$ cat src/rtl/serial_adder_pkg.sv
// Shared types and constants for the bit-serial adder.
package serial_adder_pkg;

    // Control states of the serial adder.
    typedef enum logic [1:0] {
        IDLE = 2'b00,
        RUN  = 2'b01,
        DONE = 2'b10
    } state_t;

    // Smallest operand width the datapath supports.
    localparam int unsigned MIN_WIDTH = 2;

    // True when an operand width is usable by the block.
    function automatic bit width_ok(input int unsigned w);
        return w >= MIN_WIDTH;
    endfunction

endpackage

$ cat src/rtl/serial_adder_fa_cell.sv
// Single-bit combinational full adder reused as the serial datapath.
module fa_cell (
    input  logic a,
    input  logic b,
    input  logic cin,
    output logic sum,
    output logic cout
);

    assign sum  = a ^ b ^ cin;
    assign cout = (a & b) | (a & cin) | (b & cin);

endmodule

$ cat src/rtl/serial_adder.sv
// Bit-serial ripple adder: one bit per clock, LSB first, through one full-adder cell.
module serial_adder
    import serial_adder_pkg::*;
#(
    parameter int unsigned WIDTH = 8
) (
    input  logic             clk,
    input  logic             rst_n,
    input  logic             in_valid,
    output logic             in_ready,
    input  logic [WIDTH-1:0] a,
    input  logic [WIDTH-1:0] b,
    input  logic             cin,
    output logic             out_valid,
    input  logic             out_ready,
    output logic [WIDTH-1:0] sum,
    output logic             cout,
    output logic             busy
);

    localparam int unsigned CNT_W = (WIDTH > 1) ? $clog2(WIDTH) : 1;
    localparam logic [CNT_W-1:0] CNT_LAST = CNT_W'(WIDTH - 1);

    // Reject unusable widths at elaboration.
    generate
        if (!width_ok(WIDTH)) begin : g_width_check
            $error("serial_adder: WIDTH must be at least %0d", MIN_WIDTH);
        end
    endgenerate

    state_t             state_q, state_d;
    logic [WIDTH-1:0]   a_sh_q, a_sh_d;
    logic [WIDTH-1:0]   b_sh_q, b_sh_d;
    logic [WIDTH-2:0]   sum_sh_q, sum_sh_d;
    logic               carry_q, carry_d;
    logic [CNT_W-1:0]   cnt_q, cnt_d;
    logic [WIDTH-1:0]   sum_q, sum_d;
    logic               cout_q, cout_d;
    logic               in_ready_q, in_ready_d;
    logic               out_valid_q, out_valid_d;
    logic               busy_q, busy_d;

    logic               fa_sum;
    logic               fa_cout;
    logic [WIDTH-1:0]   sum_shifted;

    fa_cell u_fa (
        .a    (a_sh_q[0]),
        .b    (b_sh_q[0]),
        .cin  (carry_q),
        .sum  (fa_sum),
        .cout (fa_cout)
    );

    // New sum bit enters at the MSB; the low bit of this vector is the oldest retained bit.
    assign sum_shifted = {fa_sum, sum_sh_q};

    // Next-state, datapath and registered-output decode.
    always_comb begin
        state_d     = state_q;
        a_sh_d      = a_sh_q;
        b_sh_d      = b_sh_q;
        sum_sh_d    = sum_sh_q;
        carry_d     = carry_q;
        cnt_d       = cnt_q;
        sum_d       = sum_q;
        cout_d      = cout_q;

        case (state_q)
            IDLE: begin
                if (in_valid && in_ready_q) begin
                    a_sh_d   = a;
                    b_sh_d   = b;
                    sum_sh_d = '0;
                    carry_d  = cin;
                    cnt_d    = '0;
                    state_d  = RUN;
                end
            end
            RUN: begin
                sum_sh_d = sum_shifted[WIDTH-1:1];
                carry_d  = fa_cout;
                a_sh_d   = a_sh_q >> 1;
                b_sh_d   = b_sh_q >> 1;
                cnt_d    = cnt_q + CNT_W'(1);
                if (cnt_q == CNT_LAST) begin
                    sum_d   = sum_shifted;
                    cout_d  = fa_cout;
                    cnt_d   = '0;
                    state_d = DONE;
                end
            end
            DONE: begin
                if (out_ready) begin
                    state_d = IDLE;
                end
            end
            default: begin
                state_d = IDLE;
            end
        endcase

        in_ready_d  = (state_d == IDLE);
        out_valid_d = (state_d == DONE);
        busy_d      = (state_d != IDLE);
    end

    // State, datapath and output registers with synchronous reset.
    always_ff @(posedge clk) begin
        if (!rst_n) begin
            state_q     <= IDLE;
            a_sh_q      <= '0;
            b_sh_q      <= '0;
            sum_sh_q    <= '0;
            carry_q     <= 1'b0;
            cnt_q       <= '0;
            sum_q       <= '0;
            cout_q      <= 1'b0;
            in_ready_q  <= 1'b1;
            out_valid_q <= 1'b0;
            busy_q      <= 1'b0;
        end else begin
            state_q     <= state_d;
            a_sh_q      <= a_sh_d;
            b_sh_q      <= b_sh_d;
            sum_sh_q    <= sum_sh_d;
            carry_q     <= carry_d;
            cnt_q       <= cnt_d;
            sum_q       <= sum_d;
            cout_q      <= cout_d;
            in_ready_q  <= in_ready_d;
            out_valid_q <= out_valid_d;
            busy_q      <= busy_d;
        end
    end

    assign in_ready  = in_ready_q;
    assign out_valid = out_valid_q;
    assign busy      = busy_q;
    assign sum       = sum_q;
    assign cout      = cout_q;

endmodule
$ cat config.mk
export PLATFORM = sky130hd
export DESIGN_NAME = serial_adder
export DESIGN_NICKNAME = d
export VERILOG_FILES = /design/src/rtl/serial_adder_pkg.sv /design/src/rtl/serial_adder_fa_cell.sv /design/src/rtl/serial_adder.sv
export SDC_FILE = /design/constraint.sdc
export NUM_CORES = 1
export LEC_CHECK = 0
export CORE_MARGIN = 10
export CORE_UTILIZATION = 55
export DETAILED_ROUTE_END_ITERATION = 8
export MAX_ROUTING_LAYER = met4
export PLACE_DENSITY = 0.84
export SLEW_MARGIN = 15
export SYNTH_ARGS = -nofsm -noshare
export SYNTH_HDL_FRONTEND = slang
export SYNTH_SLANG_ARGS = --single-unit
$ cat constraint.sdc
create_clock -name clk -period 4.05 [get_ports clk]
set_input_delay 1.0125 -clock clk [delete_from_list [all_inputs] [get_ports clk]]
set_output_delay 1.0125 -clock clk [all_outputs]
set_load 0.1 [all_outputs]
==> impl_metrics.csv, run 1 <==
group,metric,value,unit
synth,ys_seq_elements,41,
synth,ys_warn_count,0,
clocking,clockBufferDepth,2,
sta,fmax,0.341,GHz
synth,synth.area.top_cells,"dfxtp_1 (47%), mux2i_1 (8.1%), a21oi_1 (7.8%)",
route,drcViolationCount,0,
setup_path,critPathTopFamily,"buffers and inverters",
synth,ys_types,28,
floorplan,start_util,0.570,
sta,rsz0062_at_grt,"false",
placement,dpl_cell_area,0.00202,mm^2
global_routing,antenna_found_initial,0,
cells_and_area,nets,226,
synth,synth_nets,200,
route,avgRoutedWirePerCell,15.2,um
cells_and_area,area_growth_syn_to_layout,21.3,%
clocking,cts_tree,"done",
global_routing,grt_pass1_wl,6390,um
pwr,p_per_area,412,mW/mm^2
global_routing,grt_max_degree,30,
synth,synth_area,0.00174,mm^2
sta,maxSlewHeadroom,0.297,
cells_and_area,drive_gt1_frac,0.118,
cells_and_area,fillers,246,
route,wirelength,3750,um
sta,fin_hold_ws,0.467,ns
clocking,root_buffer,"clkbuf_4",
clocking,cts_setup_buffers,0,
clocking,postCtsHoldBufs,0,
route,vias,1322,
clocking,clk_pin_slew_worst_paths,0.12,ns
global_routing,grt.overflow.total,0,
floorplan,rows,20,
placement,port-buffer-count,32,
synth,synthCells,176,
run_status,status,"completed",
cells_and_area,layoutNonFillerInstCount,247,
hold_path,hold_class,"flop to flop",
clocking,insertion_delay,0.35,ns
clocking,numCtsBuffers,5,
clocking,cts.htree.levels,2,
pwr,p_leak,0.000790,uW
synth,synth_area_per_cell,9.89,um^2
floorplan,dieWidth,76.3,um
floorplan,die_area,0.00581,mm^2
sta,fin_setup_tns,0,ns
cells_and_area,num_antenna_cells,0,
sta,skew,0.0134,ns
floorplan,dieHeight,76.3,um
placement,place_congestion,0.768,
setup_path,worstPathArrival,1.92,ns
placement,numPlacedInstances,239,
sta,min_period_over_period,0.724,
setup_path,cpMaxStageDelayCell,"clkdlybuf4s50_1",
setup_path,cp.required,3.04,ns
synth,yosysTopAreaCellShare,0.472,
setup_path,path_class,"flop to output pin",
pwr,irDropWorstVdd,0.315,mV
pwr,power,871,uW
setup_path,crit_fanout,4,
sta,slew_violations,0,
setup_path,startpoint_type,"flop",
synth,yosysSeqAreaShare,0.472,
placement,dp_hpwl,2750,um
sta,setup_viol_count_final,0,
setup_path,worst-path-buf-inv,1,
cells_and_area,finalInstanceArea,0.00211,mm^2
setup_path,cpPeakStageDelay,1.17,ns
route,drtIter0Drc,89,
sta,worstMarginPinSlew,1.05,ns
route,routed_via_density,5.35,
synth,synth_largest_area_cell,"dfxtp_1",
global_routing,grt_pass1_vias,1360,
clocking,clock-sinks,41,
route,ant_nets,0,
flow_run,drv_cap,0,
floorplan,ios,33,
setup_path,critPathCaptureType,"output pin",
setup_path,crit_chain,"clkdlybuf4s50_1",
sta,hold_viol,0,
route,dr.pass1.iters,4,
global_routing,grt.total_usage,0.136,
sta,min_period,2.93,ns
floorplan,coreArea,0.00305,mm^2
clocking,cts_resized,0,
==> where the power goes <==
group | internal, uW | switching [uW]
Combinational | 66.8 | 83.9
Clock | 147 | 130
Sequential | 428 | 15.0
Total | 642 | 229
==> flip-flops by register name, indices dropped and copies added (netlist names), 2 cells and up <==
name and flops:
state_q 2, cnt_q 3, a_sh_q 8, b_sh_q 8, sum 8, sum_sh_q 7
==> worst paths after layout <==
path	start	to	slack (ns)	cells after the start
max	in_ready	in_ready	1.12	1
min	sum[5]	sum[5]	0.47	2
max reg2reg	state_q[1]	b_sh_q[6]	2.38	4
min reg2reg	sum[5]	sum[5]	0.47	2
==> synth_stat cells (all sizes together) <==
| master | number |
|---|---|
| ha | 2 |
| buf | 9 |
| a2bb2oi | 1 |
| and2 | 1 |
| o21a | 1 |
| fa | 1 |
| o22ai | 9 |
| inv | 8 |
| o21ai | 1 |
| and3b | 1 |
| mux2i | 14 |
| nand3b | 1 |
| a211oi | 16 |
| dfxtp | 41 |
| nor2 | 2 |
| nand2b | 1 |
| and4bb | 1 |
| nand2 | 25 |
| a21oi | 27 |
| a31oi | 1 |
| nand4bb | 1 |
| a21o | 1 |
| nor3b | 1 |
| nand3 | 4 |
| or3b | 1 |
| clkbuf | 5 |
==> per-layer routing <==
metal	up-vias	global-route usage	routed length, um
met5	-	-	0
met4	0	0.0520	50
met3	6	0.0413	115
met2	23	0.225	1950
met1	612	0.150	1640
li1	681	-	-
==> worst min-delay path, stage by stage, from the launching register on <==
cell and delay [ns]:
dfxtp_1 0.33, nand2_1 0.05, a21oi_1 0.05
==> cell type report <==
| cell class | count | area, um^2 | area share |
|---|---|---|---|
| clock inverters | 2 | 37.5 | 0.0178 |
| inverters | 8 | 30.0 | 0.0142 |
| multi-input cells | 113 | 788 | 0.373 |
| well taps | 44 | 55.1 | 0.0261 |
| flip-flops and latches | 41 | 821 | 0.389 |
| clock buffers | 6 | 51.3 | 0.0243 |
| repair buffers | 33 | 328 | 0.155 |
==> layout by cell type (no fill, tap or decap), drive strengths merged <==
cell	n
nand2b	1
dfxtp	41
a21oi	27
nor2	2
nand3b	1
bufinv	1
buf	1
mux2i	14
inv	8
clkdlybuf4s50	32
o22ai	9
nand2	25
o21ai	1
or3b	1
o21a	1
clkinvlp	1
a21o	1
and4bb	1
a2bb2oi	1
nand3	4
and2	1
a31oi	1
ha	2
and3b	1
nand4bb	1
nor3b	1
clkbuf	6
fa	1
a211oi	16
==> cells by family after synthesis <==
kind of cell               share of synthesized area
AOI/OAI and AO/OA                              0.236
DFF                                            0.472
and+or+nand+nor                                0.111
buffers and inverters                         0.0755
muxes                                         0.0805
adders and majority gates                     0.0259
==> through the flow <==
step	utilization	setup slack (ns)
3_5_place_dp	0.662	1.25
4_1_cts	0.691	1.09
3_3_place_gp	0.662	1.34
2_1_floorplan	-	2.07
5_1_grt	0.691	1.08
6_report	0.691	1.12
Power figures use the tool's default switching activity.
==> run 2, diff against run 1 <==
--- a/config.mk
+++ b/config.mk
@@ -6,10 +6,10 @@
 export NUM_CORES = 1
 export LEC_CHECK = 0
 export CORE_MARGIN = 10
-export CORE_UTILIZATION = 55
+export CORE_UTILIZATION = 51
 export DETAILED_ROUTE_END_ITERATION = 8
 export MAX_ROUTING_LAYER = met4
-export PLACE_DENSITY = 0.84
+export PLACE_DENSITY = 0.78
 export SLEW_MARGIN = 15
 export SYNTH_ARGS = -nofsm -noshare
 export SYNTH_HDL_FRONTEND = slang
==> constraint.sdc (replaced) <==
create_clock -name clk -period 2.8 [get_ports clk]
set_input_delay 0.7 -clock clk [delete_from_list [all_inputs] [get_ports clk]]
set_output_delay 0.7 -clock clk [all_outputs]
set_load 0.1 [all_outputs]
==> run 2 against run 1 <==
Final cell count grew 1.6%. Wire length up 2.6%. Clock power up 43%. Utilization down 5.9 points. First-iteration DRC count increased by 5.6%. Sequential power up 45%. Critical path type is now flop to flop. Critical endpoint is now a_sh_q[6]. Largest power group unchanged.
==> impl_metrics.csv, run 2 (same netlist as run 1, synthesis figures left out) <==
group,metric,value,unit
pwr,irDropWorstVdd,0.375,mV
hold_path,min_path_cells,1,
cells_and_area,final_cell_mix,"dfxtp_1 (41), a21oi_1 (27), nand2_1 (25)",
global_routing,antenna_found_initial,0,
pwr,power,1260,uW
floorplan,coreArea,0.00331,mm^2
clocking,cts_resized,0,
floorplan,start_util,0.526,
pwr,pwr-share-comb,0.176,
global_routing,grt_pass1_vias,1312,
setup_path,worstPathArrival,2.14,ns
sta,fmax,0.535,GHz
sta,hold_viol,0,
floorplan,dieWidth,78.4,um
setup_path,r2r-start,"state_q[1]",
sta,fin_hold_ws,0.468,ns
pwr,p_leak,0.000823,uW
cells_and_area,num_antenna_cells,0,
cells_and_area,final_common_cell,"dfxtp_1",
placement,place_congestion,0.777,
global_routing,grt_max_degree,25,
setup_path,startpoint_type,"flop",
cells_and_area,regArea,821,um^2
clocking,insertion_delay,0.35,ns
route,dr.pass1.iters,4,
placement,dp_hpwl,2900,um
clocking,root_buffer,"clkbuf_4",
floorplan,die_area,0.00615,mm^2
clocking,clock-sinks,41,
global_routing,grt.overflow.total,0,
pwr,swShare,0.258,
route,ant_nets,0,
clocking,postCtsHoldBufs,0,
pwr,p_per_area,600,mW/mm^2
cells_and_area,area_growth_syn_to_layout,20.3,%
cells_and_area,nets,228,
sta,fin_setup_tns,0,ns
sta,skew,0.0114,ns
sta,setup_viol_count_final,0,
clocking,clockBufferDepth,2,
placement,port-buffer-count,32,
setup_path,crit_fanout,19,
setup_path,path_class,"flop to flop",
setup_path,reg2reg_depth,3,
route,wirelength,3850,um
global_routing,grt_pass1_wl,6290,um
floorplan,rows,21,
floorplan,ios,33,
sta,worstMarginPinSlew,1.07,ns
cells_and_area,fin_util,0.633,
sta,min_period,1.87,ns
floorplan,dieHeight,78.4,um
clocking,cts_setup_buffers,0,
route,vias,1362,
setup_path,reg2reg_to,"a_sh_q[6]",
setup_path,critPathCaptureType,"flop",
cells_and_area,multi_input_area,788,um^2
cells_and_area,drive_gt1_frac,0.180,
sta,min_period_over_period,0.667,
setup_path,cp.required,3.08,ns
pwr,pwr-share-clk,0.314,
flow_run,drv_cap,0,
clocking,cts_tree,"done",
pwr,p_switching,325,uW
global_routing,grt.total_usage,0.131,
hold_path,hold_class,"flop to flop",
route,avgRoutedWirePerCell,15.3,um
hold_path,holdCritStartpoint,"cnt_q[0]",
clocking,cts.htree.levels,2,
setup_path,reg2reg_slack,0.93,ns
sta,rsz0062_at_grt,"false",
hold_path,min_to,"cnt_q[0]",
route,drtIter0Drc,94,
pwr,internal_power,931,uW
route,routed_via_density,5.43,
sta,slew_violations,0,
route,drcViolationCount,0,
clocking,clk_pin_slew_worst_paths,0.11,ns
sta,maxSlewHeadroom,0.286,
run_status,status,"completed",
cells_and_area,fillers,293,
clocking,numCtsBuffers,5,
pwr,pwr-share-seq,0.510,
[run 2: metal layers]
| metal | up-vias | wire (um) | global-route usage |
|---|---|---|---|
| met1 | 641 | 1690 | 0.142 |
| met5 | - | 0 | - |
| met3 | 4 | 136 | 0.0387 |
| met2 | 33 | 1970 | 0.220 |
| met4 | 0 | 48 | 0.0484 |
| li1 | 684 | - | - |
[run 2: layout make-up]
class / instances / area share
Multi-Input combinational cell: 113 / 0.376
Tap cell: 46 / 0.0275
Sequential cell: 41 / 0.392
Timing Repair Buffer: 35 / 0.149
Clock inverter: 1 / 0.0143
Inverter: 8 / 0.0143
Clock buffer: 7 / 0.0263
[run 2: worst max path at each step]
stage,start,to,slack (ns),cells after the start
final,state_q[1],a_sh_q[6],0.93,3
after global routing,state_q[1],a_sh_q[6],0.77,3
after CTS,state_q[1],a_sh_q[6],0.90,3
after detailed placement,rst_n,a_sh_q[2],0.68,5
after global placement,in_valid,sum_sh_q[6],0.72,4
after floorplan,in_ready,a_sh_q[6],0.95,4
[run 2: worst max-delay path: stages, from the launching register on]
cell and delay, ns:
dfxtp_1 0.44, nand2b_1 0.85, mux2i_1 0.23, a211oi_2 0.26
[run 2: power by group through the flow]
stage	combinational [uW]	clock, uW	sequential, uW
finish	221	394	641
floorplan	159	0	668
detailed placement	222	0	654
global placement	214	0	652
CTS	223	407	641
global route	242	431	645
[run 2: through the flow]
step,area (um^2),std cells,worst slack [ns]
6_report,2090,251,0.932
3_3_place_gp,2010,243,0.719
4_1_cts,2090,251,0.897
2_1_floorplan,1740,176,0.949
5_1_grt,2090,251,0.770
3_5_place_dp,2010,243,0.683
==> run 3, diff against run 2 <==
--- a/config.mk
+++ b/config.mk
@@ -6,10 +6,10 @@
 export NUM_CORES = 1
 export LEC_CHECK = 0
 export CORE_MARGIN = 10
-export CORE_UTILIZATION = 51
+export CORE_UTILIZATION = 46
 export DETAILED_ROUTE_END_ITERATION = 8
 export MAX_ROUTING_LAYER = met4
-export PLACE_DENSITY = 0.78
+export PLACE_DENSITY = 0.75
 export SLEW_MARGIN = 15
 export SYNTH_ARGS = -nofsm -noshare
 export SYNTH_HDL_FRONTEND = slang
==> constraint.sdc (replaced) <==
create_clock -name clk -period 1.7 [get_ports clk]
set_input_delay 0.425 -clock clk [delete_from_list [all_inputs] [get_ports clk]]
set_output_delay 0.425 -clock clk [all_outputs]
set_load 0.1 [all_outputs]
==> run 3 against run 2 <==
Flip-flop and latch count stayed put. Wire length is 5.2% higher. Final cell count is 2.4% higher. Non-clock buffer count is 4 higher. Setup slack worse by 0.71 ns. Count of clock-buffer cells in the layout is 2 lower. Largest power group unchanged. Fmax is 26% higher. Highest routed layer unchanged.
==> impl_metrics.csv, run 3 (same netlist as run 1, synthesis figures left out) <==
group,metric,value,unit
floorplan,ios,33,
route,dr.pass1.iters,4,
route,drcViolationCount,0,
cells_and_area,area_growth_syn_to_layout,32.4,%
floorplan,dieHeight,81.5,um
route,ant_nets,0,
hold_path,hold_class,"flop to flop",
route,vias,1423,
sta,skew,0.00597,ns
cells_and_area,drive_gt1_frac,0.206,
route,drtIter0Drc,69,
pwr,p_per_area,904,mW/mm^2
floorplan,die_area,0.00664,mm^2
placement,dpl_cell_area,0.00222,mm^2
flow_run,drv_cap,0,
hold_path,min_path_cells,2,
setup_path,critPathTopFamily,"simple AND/OR/NAND/NOR gates",
route,routed_via_density,5.54,
sta,rsz0062_at_grt,"false",
global_routing,use_met1,0.129,
cells_and_area,fillers,310,
pwr,irDropWorstVdd,0.466,mV
global_routing,use_met2,0.213,
floorplan,start_util,0.475,
sta,setup_viol_count_final,0,
cells_and_area,finalInstanceArea,0.00230,mm^2
clocking,clock-sinks,41,
setup_path,cp.required,1.92,ns
setup_path,cpMostUsedCell,"ha_1",
setup_path,cpPeakStageDelay,0.40,ns
global_routing,grt.total_usage,0.130,
clocking,root_buffer,"clkbuf_8",
setup_path,reg2reg_depth,5,
pwr,pwr-share-comb,0.191,
global_routing,antenna_found_initial,0,
clocking,cts_setup_buffers,0,
cells_and_area,nets,232,
sta,fin_hold_ws,0.461,ns
pwr,pwr-share-clk,0.300,
global_routing,grt_util_met3,0.0524,
route,wirelength,4050,um
run_status,status,"completed",
floorplan,rows,22,
sta,slew_violations,0,
floorplan,coreArea,0.00366,mm^2
placement,port-buffer-count,32,
setup_path,worstPathArrival,1.70,ns
global_routing,grt_pass1_wl,6460,um
sta,min_period,1.48,ns
floorplan,dieWidth,81.5,um
placement,place_congestion,0.824,
global_routing,grt_max_degree,25,
route,avgRoutedWirePerCell,15.8,um
global_routing,busiest_layer,"met2",
setup_path,critical_path_depth,5,
pwr,pwr-share-seq,0.508,
clocking,insertion_delay,0.30,ns
sta,fmax,0.677,GHz
clocking,cts_tree,"done",
setup_path,critPathCaptureType,"flop",
clocking,cts.htree.levels,2,
setup_path,cpMaxStageDelayCell,"and3b_1",
cells_and_area,final_cell_mix,"dfxtp_1 (40), a21oi_1 (27), nand2_1 (25)",
clocking,clk_pin_slew_worst_paths,0.08,ns
sta,hold_viol,0,
clocking,numCtsBuffers,5,
setup_path,path_class,"flop to flop",
global_routing,grt_pass1_vias,1457,
global_routing,grt.overflow.total,0,
clocking,cts_resized,0,
sta,min_period_over_period,0.869,
cells_and_area,final_common_cell,"dfxtp_1",
sta,worstMarginPinSlew,0.485,ns
setup_path,startpoint_type,"flop",
placement,dp_hpwl,3070,um
sta,maxSlewHeadroom,0.677,
placement,numPlacedInstances,249,
pwr,p_leak,0.000886,uW
pwr,swShare,0.284,
pwr,p_switching,591,uW
clocking,clockBufferDepth,2,
setup_path,crit_chain,"ha_1 -> ha_1 -> and3b_1 -> nor2_1 -> a211oi_1",
clocking,postCtsHoldBufs,0,
setup_path,worst-path-buf-inv,0,
pwr,internal_power,1490,uW
setup_path,crit_fanout,11,
cells_and_area,layoutNonFillerInstCount,257,
cells_and_area,num_antenna_cells,0,
[run 3: area by class of cell]
class | count | area (um^2) | share of cell area
inverters | 8 | 30.0 | 0.0130
well taps | 48 | 60.1 | 0.0261
clock inverters | 3 | 17.5 | 0.00760
multi-input cells | 113 | 788 | 0.342
clock buffers | 5 | 68.8 | 0.0299
flip-flops and latches | 41 | 822 | 0.357
repair buffers | 39 | 518 | 0.225
[run 3: stage by stage]
step                power (uW)  setup WS, ns   util  TNS (ns)
detailed placement        1480       -0.0417  0.606   -0.0590
global placement          1460        0.0356  0.606         0
global route              2160        0.0486  0.630         0
floorplan                 1360         0.186      -         0
CTS                       2100         0.209  0.630         0
finish                    2080         0.223  0.630         0
[run 3: worst register-to-register path: cells and delay by family, from the launching register on]
kind            cells  cell delay, ns
fa+ha+maj           2            0.34
flops               1            0.36
simple gates        2            0.49
compound gates      1            0.22
[run 3: power by group through the flow]
stage | clock [uW] | combinational (uW) | sequential, uW
4_1_cts | 640 | 400 | 1060
3_3_place_gp | 0 | 380 | 1080
3_5_place_dp | 0 | 400 | 1080
6_report | 626 | 398 | 1060
5_1_grt | 666 | 429 | 1070
2_1_floorplan | 0 | 262 | 1100
[run 3: layer usage]
layer	vias up	wire length, um
li1	687	-
met1	693	1620
met2	37	2070
met3	6	278
met4	0	78
met5	-	0
[run 3: worst paths after layout]
check	end	from	slack, ns
max	cout	cnt_q[0]	0.22
min	sum[5]	sum_sh_q[5]	0.46
max reg2reg	cout	cnt_q[0]	0.22
min reg2reg	sum[5]	sum_sh_q[5]	0.46
